File: src/rtl/ctrl_pipe_hazard_if.sv
// Handshake and pipeline-observation bundle between the decoder and ctrl_pipe_hazard.
interface ctrl_pipe_hazard_if;
  logic [31:0] in_ctrl;
  logic        in_valid;
  logic        in_ready;
  logic [31:0] ex_ctrl;
  logic        ex_valid;
  logic [31:0] mem_ctrl;
  logic        mem_valid;
  logic [31:0] wb_ctrl;
  logic        wb_valid;
  logic [15:0] stall_count;

  modport master (
    output in_ctrl, in_valid,
    input  in_ready, ex_ctrl, ex_valid, mem_ctrl, mem_valid,
           wb_ctrl, wb_valid, stall_count
  );

  modport slave (
    input  in_ctrl, in_valid,
    output in_ready, ex_ctrl, ex_valid, mem_ctrl, mem_valid,
           wb_ctrl, wb_valid, stall_count
  );
endinterface

File: src/rtl/ctrl_pipe_hazard.sv
// Carries decoder control words through EX/MEM/WB, inserting bubbles on register
// RAW hazards and holding EX while a multi-cycle multiply completes.
module ctrl_pipe_hazard #(
  parameter int unsigned MUL_LAT   = 3,
  parameter bit          WB_BYPASS = 1'b1
) (
  input  logic              clk,
  input  logic              rst,
  ctrl_pipe_hazard_if.slave bus
);
  localparam logic [3:0] MUL_LAST = 4'(MUL_LAT - 1);

  logic [31:0] r_ex_ctrl;
  logic [31:0] r_mem_ctrl;
  logic [31:0] r_wb_ctrl;
  logic        r_ex_valid;
  logic        r_mem_valid;
  logic        r_wb_valid;
  logic [3:0]  r_mul_cnt;
  logic [15:0] r_stall_cnt;

  logic [4:0]  w_src_rs;
  logic [4:0]  w_src_rt;
  logic        w_rt_used;
  logic        w_haz_ex;
  logic        w_haz_mem;
  logic        w_haz_wb;
  logic        w_hazard;
  logic        w_mul_busy;
  logic        w_in_ready;
  logic        w_accept;

  function automatic logic raw_hit(
    input logic       valid,
    input logic       wr_rf,
    input logic [4:0] rd,
    input logic [4:0] rs,
    input logic       rt_used,
    input logic [4:0] rt
  );
    return valid & wr_rf & (rd != 5'd0) & ((rd == rs) | (rt_used & (rd == rt)));
  endfunction

  assign w_src_rs  = bus.in_ctrl[21:17];
  assign w_src_rt  = bus.in_ctrl[16:12];
  // A load (extend=1 with a register-file write) names its destination in rt, so rt is not read.
  assign w_rt_used = ~bus.in_ctrl[23] | ~bus.in_ctrl[6];

  assign w_haz_ex  = raw_hit(r_ex_valid, r_ex_ctrl[6], r_ex_ctrl[11:7],
                             w_src_rs, w_rt_used, w_src_rt);
  assign w_haz_mem = raw_hit(r_mem_valid, r_mem_ctrl[6], r_mem_ctrl[11:7],
                             w_src_rs, w_rt_used, w_src_rt);
  assign w_haz_wb  = WB_BYPASS ? 1'b0 :
                     raw_hit(r_wb_valid, r_wb_ctrl[6], r_wb_ctrl[11:7],
                             w_src_rs, w_rt_used, w_src_rt);
  assign w_hazard  = w_haz_ex | w_haz_mem | w_haz_wb;

  assign w_mul_busy = r_ex_valid & r_ex_ctrl[22] & (r_mul_cnt != MUL_LAST);
  assign w_in_ready = ~w_mul_busy & ~(bus.in_valid & w_hazard);
  assign w_accept   = bus.in_valid & w_in_ready;

  // Pipeline registers: hold EX during a multiply, otherwise advance and fill EX.
  always_ff @(posedge clk or posedge rst) begin
    if (rst) begin
      r_ex_ctrl   <= 32'd0;
      r_ex_valid  <= 1'b0;
      r_mem_ctrl  <= 32'd0;
      r_mem_valid <= 1'b0;
      r_wb_ctrl   <= 32'd0;
      r_wb_valid  <= 1'b0;
      r_mul_cnt   <= 4'd0;
    end else if (w_mul_busy) begin
      r_mul_cnt   <= r_mul_cnt + 4'd1;
      r_mem_ctrl  <= 32'd0;
      r_mem_valid <= 1'b0;
      r_wb_ctrl   <= r_mem_ctrl;
      r_wb_valid  <= r_mem_valid;
    end else begin
      r_mul_cnt   <= 4'd0;
      r_wb_ctrl   <= r_mem_ctrl;
      r_wb_valid  <= r_mem_valid;
      r_mem_ctrl  <= r_ex_ctrl;
      r_mem_valid <= r_ex_valid;
      if (w_accept) begin
        r_ex_ctrl  <= bus.in_ctrl;
        r_ex_valid <= 1'b1;
      end else begin
        r_ex_ctrl  <= 32'd0;
        r_ex_valid <= 1'b0;
      end
    end
  end

  // Saturating count of cycles where the decoder offered a word that was refused.
  always_ff @(posedge clk or posedge rst) begin
    if (rst) begin
      r_stall_cnt <= 16'd0;
    end else if (bus.in_valid && !w_in_ready && (r_stall_cnt != 16'hFFFF)) begin
      r_stall_cnt <= r_stall_cnt + 16'd1;
    end else begin
      r_stall_cnt <= r_stall_cnt;
    end
  end

  assign bus.in_ready    = w_in_ready;
  assign bus.ex_ctrl     = r_ex_ctrl;
  assign bus.ex_valid    = r_ex_valid;
  assign bus.mem_ctrl    = r_mem_ctrl;
  assign bus.mem_valid   = r_mem_valid;
  assign bus.wb_ctrl     = r_wb_ctrl;
  assign bus.wb_valid    = r_wb_valid;
  assign bus.stall_count = r_stall_cnt;
endmodule

File: src/flat_wrapper.sv
// flat-port wrapper written by rule: the top's interface ports become plain ports
module ctrl_pipe_hazard_flat 
#(
  parameter int unsigned MUL_LAT   = 3,
  parameter bit          WB_BYPASS = 1'b1
)
  (clk, rst, bus_in_ctrl, bus_in_valid, bus_in_ready, bus_ex_ctrl, bus_ex_valid, bus_mem_ctrl, bus_mem_valid, bus_wb_ctrl, bus_wb_valid, bus_stall_count);
  ctrl_pipe_hazard_if bus_i ();
  input  logic clk;
  input  logic rst;
  input wire logic [$bits(bus_i.in_ctrl)-1:0] bus_in_ctrl;
  input wire logic [$bits(bus_i.in_valid)-1:0] bus_in_valid;
  output wire logic [$bits(bus_i.in_ready)-1:0] bus_in_ready;
  output wire logic [$bits(bus_i.ex_ctrl)-1:0] bus_ex_ctrl;
  output wire logic [$bits(bus_i.ex_valid)-1:0] bus_ex_valid;
  output wire logic [$bits(bus_i.mem_ctrl)-1:0] bus_mem_ctrl;
  output wire logic [$bits(bus_i.mem_valid)-1:0] bus_mem_valid;
  output wire logic [$bits(bus_i.wb_ctrl)-1:0] bus_wb_ctrl;
  output wire logic [$bits(bus_i.wb_valid)-1:0] bus_wb_valid;
  output wire logic [$bits(bus_i.stall_count)-1:0] bus_stall_count;
  assign bus_i.in_ctrl = bus_in_ctrl;
  assign bus_i.in_valid = bus_in_valid;
  assign bus_in_ready = bus_i.in_ready;
  assign bus_ex_ctrl = bus_i.ex_ctrl;
  assign bus_ex_valid = bus_i.ex_valid;
  assign bus_mem_ctrl = bus_i.mem_ctrl;
  assign bus_mem_valid = bus_i.mem_valid;
  assign bus_wb_ctrl = bus_i.wb_ctrl;
  assign bus_wb_valid = bus_i.wb_valid;
  assign bus_stall_count = bus_i.stall_count;
  ctrl_pipe_hazard #(.MUL_LAT(MUL_LAT), .WB_BYPASS(WB_BYPASS)) u_core (.clk(clk), .rst(rst), .bus(bus_i));
endmodule
File: config.mk
export PLATFORM = sky130hd
export DESIGN_NAME = ctrl_pipe_hazard_flat
export DESIGN_NICKNAME = d
export VERILOG_FILES = /design/src/rtl/ctrl_pipe_hazard_if.sv /design/src/rtl/ctrl_pipe_hazard.sv /design/src/flat_wrapper.sv
export SDC_FILE = /design/constraint.sdc
export NUM_CORES = 1
export LEC_CHECK = 0
export CORE_MARGIN = 2
export CORE_UTILIZATION = 30
export DETAILED_ROUTE_END_ITERATION = 8
export PLACE_DENSITY = 0.59
export SYNTH_ARGS = -nofsm -noshare
export SYNTH_HDL_FRONTEND = slang
export SYNTH_SLANG_ARGS = --single-unit
File: constraint.sdc
create_clock -name clk -period 4.2 [get_ports clk]
set_clock_uncertainty 0.1 [all_clocks]
set_input_delay 1.26 -clock clk [delete_from_list [all_inputs] [get_ports clk]]
set_output_delay 1.26 -clock clk [all_outputs]
set_load 0.005 [all_outputs]
==> results.ini <==
[die]
ios=151
die-area_sq_um=15400
core-area_sq_um=14000
std_cell_rows=43
start_util=0.309
die_h_microns=124
fp.dieW_microns=124

[routing]
wl_microns=10900
drt_iter0_drc=107
first_pass_iters=5
via_per_inst=4.61
route.detailed.drc=0
post_drt_wl_per_cell_microns=16.3
ant_nets=0
vias=3098

[logic_synthesis]
synth_nets=347
synth_top_family_by_area=simple AND/OR/NAND/NOR gates
seq_area_frac_synth=0.689
syn_area_sq_um=4320
syn_inst=309
synthMuxAreaShare=0.00608
synth_compound_area_frac=0.0848
synth.ff_latch_count=119
synth_xor_area_frac=0.0730
synth_fa_ha_area_frac=0.00869
ys_warn_count=0
synth_cell_types=35
synthSimpleGateAreaFrac=0.121
syn_area_per_cell_sq_um=14.0

[power]
ir_worst_vdd_uv=263
seq_power_share=0.401
p_int_mw=2.87
p_per_area_nw_per_um2=578
clkPwrFrac=0.355
combPwrFrac=0.244
p_sw_mw=1.02
p_leak_nw=3.07
swShare=0.262

[worst_hold_path]
worst_hold_startpoint=u_core.bus.mem_ctrl[27]$_DFF_PP0_
hold_class=reg2reg
holdPathStages=0
min_to=u_core.bus.wb_ctrl[27]$_DFF_PP0_

[critical_path]
rrSetupSlack_ps=1800
crit_path_end_kind=primary output
r2r_cells=6
worstReg2RegStart=u_core.bus.ex_ctrl[11]$_DFFE_PP0N_
crit_chain=clkdlybuf4s50_1 -> xnor2_1 -> nand2_1 -> o22ai_2 -> nand2_1 -> nand2_1 -> a21oi_1 -> dlygate4sd2_1
path_class=in2out
critPathArrivalTime_ps=2750
cp_max_fo=3
cpMostUsedCell=nand2_1
critPathSlowestCell=clkdlybuf4s50_1
critical-path-max-stage-delay_ps=580
startpoint_type=primary input
worst_r2r_endpoint=u_core.bus.ex_ctrl[0]$_DFFE_PP0N_
crit_required_ps=2840

[global_route]
grt-ovfl-total=0
grt_pass1_vias=3182
antenna_found_initial=0
grt_start_max_net_pins=47
grt_usage=0.148
grt_pass1_wl_microns=17000

[timing]
min_period_over_period=0.979
slew_headroom=0.503
worst_slew_pin_slew_ps=744
finalHoldViolations=0
timing.final.ws_setup_ps=88.8
period_minus_slack_ps=4110
rsz0062_at_grt=no
setup_viol=0
maxSlewViolCount=0
fmax_mhz=243

[cts]
clk_latency_ps=410
h-tree-depth=4
numCtsBuffers=17
path_clk_slew_ps=50
clockBufferDepth=2
cts_root_buf=clkbuf_16
cts.hold.buffers_added=0
cts.sinks=119
cts_tree=done

[placed_design]
port_buffers=150
dp_hpwl_microns=7590
gp_congestion=0.835
postPlaceCellArea_sq_um=6140
dp_slack_ps=-228

[finish]
drive_gt1_frac=0.104
n_antenna_cell=0
mostFrequentLayoutCells=clkdlybuf4s50_1, dfrtp_1, and2_1
final_common_cell=clkdlybuf4s50_1
final_nets=519
area_growth_pct=55.6
final_area_sq_um=6730

[outcome]
status=finished clean

[run]
maxCapViolCount=0

[stage by stage]
| stage | TNS (ps) | total power, mW | instances | hold slack, ps | util |
|---|---|---|---|---|---|
| after floorplan | 0 | 1.89 | 309 | 276 | - |
| after global placement | -189 | 2.53 | 642 | 260 | 0.439 |
| after detailed placement | -228 | 2.54 | 642 | 261 | 0.439 |
| after CTS | 0 | 3.94 | 672 | 270 | 0.480 |
| after global routing | 0 | 4.09 | 672 | 277 | 0.481 |
| final | 0 | 3.89 | 672 | 265 | 0.481 |
[synth_stat cells (all sizes together)]
library cell	count	area, sq um
a21o	1	7.51
a21oi	1	5.00
a221oi	1	26.3
a22o	31	272
and2	33	206
and3	2	12.5
and4	2	17.5
and4b	1	10.0
buf	5	31.3
clkbuf	8	30.0
dfrtp	119	2980
ha	3	37.5
inv	4	15.0
mux2	2	26.3
nand2	13	48.8
nand3	10	50.1
nand4	4	25.0
nor2	7	28.8
nor3	6	30.0
nor3b	2	15.0
nor4	3	25.0
nor4b	3	26.3
o2111ai	1	8.76
o21ai	3	15.0
o22ai	2	12.5
o311a	2	20.0
or3	3	18.8
or4	1	7.51
xnor2	22	193
xor2	14	123
[power by group through the flow]
stage | Sequential (mW) | Combinational [mW] | Clock, mW
floorplan | 1.57 | 0.322 | 0
global placement | 1.57 | 0.957 | 0
detailed placement | 1.58 | 0.961 | 0
CTS | 1.57 | 0.967 | 1.41
global route | 1.60 | 1.04 | 1.46
finish | 1.56 | 0.947 | 1.38
[cells by family after synthesis]
kind of cell    count (synthesis)
compound gates                 42
xor+xnor                       36
fa+ha+maj                       3
buf+inv                        17
flops                         119
mux                             2
simple gates                   90
[critical path: cells and delay by family]
family / cells / cell delay, ps
compound gates: 2 / 190
xor+xnor: 1 / 150
buf+inv: 2 / 860
simple gates: 3 / 280
[routing by layer]
layer	track usage	routed length, microns
met5	0	0
met4	0.0737	288
met1	0.194	4840
met2	0.224	5040
met3	0.0453	770
[flip-flops by register name, summed over array words and instances, names as in the netlist]
register                flops
u_core.bus.ex_valid         1
u_core.bus.wb_ctrl         32
u_core.bus.stall_count     16
u_core.bus.ex_ctrl         32
u_core.r_mul_cnt            4
u_core.bus.wb_valid         1
u_core.bus.mem_ctrl        32
u_core.bus.mem_valid        1
[worst max path at each step]
stage / slack (ps) / to / cells past startpoint / start
finish: 90 / bus_in_ready / 8 / bus_in_ctrl[12]
detailed placement: -230 / bus_in_ready / 8 / bus_in_ctrl[14]
global placement: -190 / bus_in_ready / 8 / bus_in_ctrl[16]
floorplan: 850 / bus_in_ready / 6 / bus_in_ctrl[21]
CTS: 3 / bus_in_ready / 8 / bus_in_ctrl[14]
global route: 4 / bus_in_ready / 8 / bus_in_ctrl[19]
[timing repair]
action | in CTS | in global routing
pin swaps | 0 | 2
buffers inserted | 0 | 0
setup endpoints to repair | 1 | 1
gates cloned | 0 | 0
gates resized for setup | 4 | 7
[cell type report]
type,count,area [sq um]
repair buffers,166,1660
multi-input cells,173,1280
well taps,180,225
flip-flops and latches,119,2980
clock buffers,21,460
fillers,1265,7260
inverters,4,18.8
clock inverters,9,103
Note: power is estimated with default switching activity, not from simulation.
